$ cat config.mk
export PLATFORM = sky130hd
export DESIGN_NAME = fcvtws_unit
export DESIGN_NICKNAME = d
export VERILOG_FILES = /design/src/rtl/fcvtws_unit.sv
export SDC_FILE = /design/constraint.sdc
export NUM_CORES = 1
export LEC_CHECK = 0
export CAP_MARGIN = 20
export CORE_MARGIN = 3
export CORE_UTILIZATION = 53
export CTS_BUF_LIST = sky130_fd_sc_hd__clkbuf_4 sky130_fd_sc_hd__clkbuf_8 sky130_fd_sc_hd__clkbuf_16
export DETAILED_ROUTE_END_ITERATION = 10
export PLACE_DENSITY_LB_ADDON = 0.15
export SLEW_MARGIN = 20
export SYNTH_ARGS = -nofsm -noshare
export SYNTH_HDL_FRONTEND = slang
export SYNTH_SLANG_ARGS = --single-unit
$ cat constraint.sdc
create_clock -name clk -period 6.8 [get_ports clk]
set_clock_uncertainty 0.1 [all_clocks]
set_input_delay 1.02 -clock clk [delete_from_list [all_inputs] [get_ports clk]]
set_output_delay 1.02 -clock clk [all_outputs]
set_load 0.005 [all_outputs]
$ cat src/rtl/fcvtws_unit.sv
`default_nettype none
// +----------------------------------------------------------------------+
// | Module   : fcvtws_unit                                               |
// | Purpose  : binary32 -> signed int32 conversion, round to nearest     |
// |            with ties away from zero, saturating, with an             |
// |            invalid/overflow flag. Combinational core, one output     |
// |            register stage.                                           |
// | Revision : 1.0  initial release                                      |
// +----------------------------------------------------------------------+
module fcvtws_unit (
  input  logic        clk,
  input  logic        rstn,
  input  logic [31:0] x,
  output logic [31:0] y,
  output logic        exception
);

  localparam logic [31:0] c_INT_MAX   = 32'h7FFF_FFFF;
  localparam logic [31:0] c_INT_MIN   = 32'h8000_0000;
  localparam logic [31:0] c_NEG_2P31  = 32'hCF00_0000;

  logic        w_s;
  logic [7:0]  w_e;
  logic [22:0] w_f;
  logic [31:0] w_m32;
  logic [7:0]  w_lsh;
  logic [7:0]  w_rsh_m1;
  logic [31:0] w_shl;
  logic [31:0] w_pre;
  logic [31:0] w_mag;
  logic [31:0] w_y;
  logic        w_exc;
  logic [31:0] r_y;
  logic        r_exc;

  assign w_s   = x[31];
  assign w_e   = x[30:23];
  assign w_f   = x[22:0];

  // Significand with the hidden one; subnormals never reach the shifters
  // because their exponent falls in the "magnitude 0" band.
  assign w_m32 = {8'd0, 1'b1, w_f};

  // Left shift for integer-valued operands (e in 150..157, shift 0..7).
  assign w_lsh = w_e - 8'd150;
  assign w_shl = w_m32 << w_lsh;

  // Right shift by one less than needed so the 0.5 bit lands at bit 0;
  // e in 126..149 gives a pre-shift of 23..0.
  assign w_rsh_m1 = 8'd149 - w_e;
  assign w_pre    = w_m32 >> w_rsh_m1;

  // Unsigned magnitude, valid for e <= 157.
  always_comb begin
    w_mag = 32'd0;
    if (w_e < 8'd126) begin
      w_mag = 32'd0;
    end else if (w_e >= 8'd150) begin
      w_mag = w_shl;
    end else begin
      w_mag = (w_pre >> 1) + {31'd0, w_pre[0]};
    end
  end

  // Sign application, saturation and exception selection.
  always_comb begin
    w_y   = 32'd0;
    w_exc = 1'b0;
    if (w_e == 8'hFF) begin
      // NaN of either sign saturates positive; only -inf goes negative.
      w_exc = 1'b1;
      w_y   = (w_s && (w_f == 23'd0)) ? c_INT_MIN : c_INT_MAX;
    end else if (w_e >= 8'd158) begin
      if (x == c_NEG_2P31) begin
        // -2^31 is exactly representable.
        w_y   = c_INT_MIN;
        w_exc = 1'b0;
      end else begin
        w_exc = 1'b1;
        w_y   = w_s ? c_INT_MIN : c_INT_MAX;
      end
    end else begin
      w_y = w_s ? ((~w_mag) + 32'd1) : w_mag;
    end
  end

  // Output register stage; reset wins over the sampled operand.
  always_ff @(posedge clk) begin
    if (!rstn) begin
      r_y   <= 32'd0;
      r_exc <= 1'b0;
    end else begin
      r_y   <= w_y;
      r_exc <= w_exc;
    end
  end

  assign y         = r_y;
  assign exception = r_exc;

endmodule
`default_nettype wire

==> summary.md <==
| Metric | Value |
|---|---|
| Status | `finished clean` |
| Placed instance count | `979` |
| Initial Util | `55.6%` |
| Root buffer cell | `clkbuf_8` |
| Synth Cell Area | `5540 um^2` |
| FFs w/ async S/R, synth | `0%` |
| RePlAce Congestion | `1.10` |
| MaxCap Viol Count | `0` |
| Fin nets | `891` |
| Htree depth | `2` |
| Share of post-route cells with drive strength above 1 | `15.2%` |
| Via density | `7.16` |
| CP max FO | `10` |
| CTS tree | `built` |
| Routed Antenna Nets | `0` |
| Pin count of the biggest net entering global routing | `43` |
| Setup Fix Bufs, Post-CTS | `0` |
| Worst slack at placement | `158 ps` |
| Post-synthesis sequential area ratio | `11.9%` |
| Setup TNS | `0 ps` |
| Crit path capture type | `flop` |
| Leakage | `2.51 nW` |
| Rel. slew slack | `40.1%` |
| Die area | `11700 um^2` |
| Yosys top cell area share | `11.9%` |
| Worst Path Required | `6850 ps` |
| Vias in the first global route | `6573` |
| Int Pwr | `0.582 mW` |
| Peak supply drop | `0.152 mV` |
| Clock Sinks | `33` |
| Site Rows | `36` |
| Ys flop type | `dfxtp_1` |
| Top cell type by total area after synthesis | `dfxtp_1` |
| PortBufs | `66` |
| Maximum clock frequency | `156 MHz` |
| Net count after synthesis | `815` |
| Combinational power share | `58.7%` |
| Hold Path Stages | `2` |
| Reg clk slew, reported paths | `70 ps` |
| Syn-to-layout area delta | `21.2%` |
| Antenna cell count | `0` |
| DP HPWL | `18.2 mm` |
| Reg power frac | `21.6%` |
| Crit path to | `y[31]$_SDFF_PN0_` |
| Die width | `108 um` |
| Drt wl/cell | `23.3 um` |
| Fill cells | `844` |
| Worst Max-Slew Pin Slew | `898 ps` |
| Resized cells post-CTS | `0` |
| Initial drt markers | `853` |
| Setup ws final | `391 ps` |
| Clock Tree Buf Depth | `2` |
| Cts hold-fix bufs | `0` |
| GR Overflow Total | `0` |
| Final setup viols | `0` |
| Hold Path Class | `in -> reg` |
| Clock power share | `19.7%` |
| Core Area | `9950 um^2` |
| Cell variety after synth | `90` |
| Pwr Density | `152 nW/um^2` |
| Sw Pwr | `0.437 mW` |
| Post-synth top cells | `nand2_1, nor2_1, a21oi_1` |
| Worst setup SP type | `primary input` |
| Slew Viols, Final | `0` |
| Number of synthesized flops with an enable pin | `0` |
| Synth Instances | `777` |
| Syn Area/Cell | `7.13 um^2` |
| Synth Warn # | `0` |
| Non-Filler Instances | `987` |
| Crit path time final | `6410 ps` |
| I/O pins | `67` |
| Top area cells in the synthesized netlist | `dfxtp_1, mux4_2, mux2i_1` |
| Tot GR Track Use | `39.5%` |
| Smallest hold slack | `1550 ps` |
| First-pass GRT wire length | `35.9 mm` |
| Initial antenna violation count | `0` |
| Final Hold Vio Count | `0` |
| Via count of the routed design | `7067` |
| Critical Path AT | `6460 ps` |
| Most common cell in the netlist | `nand2_1` |
| Total wire length | `23.0 mm` |
| Sw Share | `42.9%` |
| Crit Path Category | `in -> reg` |
| DR pass1 iterations | `6` |
| Num CTS Buffers | `5` |
| #FFs+latches synth | `33` |
| DR DRC count | `0` |
| Tcrit/Tclk final | `94.3%` |
| RSZ-0062 raised after global routing | `false` |
| Setup crit start | `x[25]` |
| Die height | `108 um` |
final cells by class:
cell class	count	area, um^2	area share [%]
Timing Repair Buffer	121	1080	16.1
Sequential cell	33	661	9.84
Clock inverter	1	30.0	0.447
Multi-Input combinational cell	680	4640	69.1
Tap cell	133	166	2.48
Inverter	12	45.0	0.671
Clock buffer	7	90.1	1.34
layer usage:
layer / global-route usage [%] / wire [um]
met1: 52.5 / 9070
met2: 60.2 / 9920
met3: 11.9 / 3080
met4: 15.3 / 957
met5: 0 / 0
power groups by stage:
stage	Combinational [mW]	Sequential [mW]	Clock (mW)
after CTS	0.573	0.220	0.202
final	0.598	0.220	0.200
after floorplan	0.355	0.227	0
after global placement	0.561	0.224	0
after global routing	0.632	0.221	0.214
after detailed placement	0.570	0.224	0
worst min-delay path by stage:
stage | endpoint | from
final | y[8]$_SDFF_PN0_ | rstn
after CTS | y[8]$_SDFF_PN0_ | rstn
after floorplan | y[30]$_SDFF_PN0_ | rstn
after global routing | y[8]$_SDFF_PN0_ | rstn
after detailed placement | y[21] | y[21]$_SDFF_PN0_
after global placement | y[29] | y[29]$_SDFF_PN0_
per-stage QoR:
| stage | util [%] | area [um^2] | power (mW) |
|---|---|---|---|
| after floorplan | - | 5540 | 0.582 |
| after global placement | 66.1 | 6580 | 0.784 |
| after detailed placement | 66.1 | 6580 | 0.794 |
| after CTS | 67.3 | 6700 | 0.995 |
| after global routing | 67.4 | 6710 | 1.07 |
| final | 67.4 | 6710 | 1.02 |
cell usage in the layout, fill, tap and decap left out, drive strengths merged, types with 12 or more instances in the layout:
cell type / netlist / routed
inv: 12 / 12
xnor2: 12 / 12
nand4: 16 / 16
clkdlybuf4s50: 0 / 65
mux2i: 34 / 34
dfxtp: 33 / 33
mux4: 16 / 16
nor2: 74 / 74
a21o: 12 / 12
nand2: 88 / 88
nor3: 26 / 26
buf: 20 / 56
a21oi: 56 / 56
nor4: 13 / 13
o21a: 12 / 12
nand3: 36 / 36
o211ai: 15 / 15
or3: 12 / 12
o21ai: 52 / 52
kinds of logic (layout without fill, tap and decap cells):
logic type               after synthesis  in the layout  synth area share [%]
AND/OR/NAND/NOR                      337            337                  31.2
AO/OA/AOI/OAI                        259            259                  33.0
buffers and inverters                 64            141                  5.01
multiplexers                          61             61                  14.9
flip-flops                            33             33                  11.9
XOR/XNOR                              19             19                  3.00
adder cells (fa/ha/maj)                4              4                 0.904
critical path: stages:
cell and delay [ps]:
clkdlybuf4s50_1 490, ha_1 320, buf_4 200, o211ai_1 190
o211ai_1 150, a21oi_1 380, a21o_1 200, nand3_1 80
nor2_1 130, ha_1 180, inv_1 70, a311oi_2 260
or3b_1 440, or3_1 530, o21ai_1 210, a31oi_1 180
nor4b_4 470, nand4_4 270, or2_1 330, nor4_1 260
a311oi_1 80
flip-flops by register name, indices dropped and copies added, names as in the netlist:
signal / flops
y: 32
exception: 1
No activity file was read; power rests on OpenSTA's default activity.
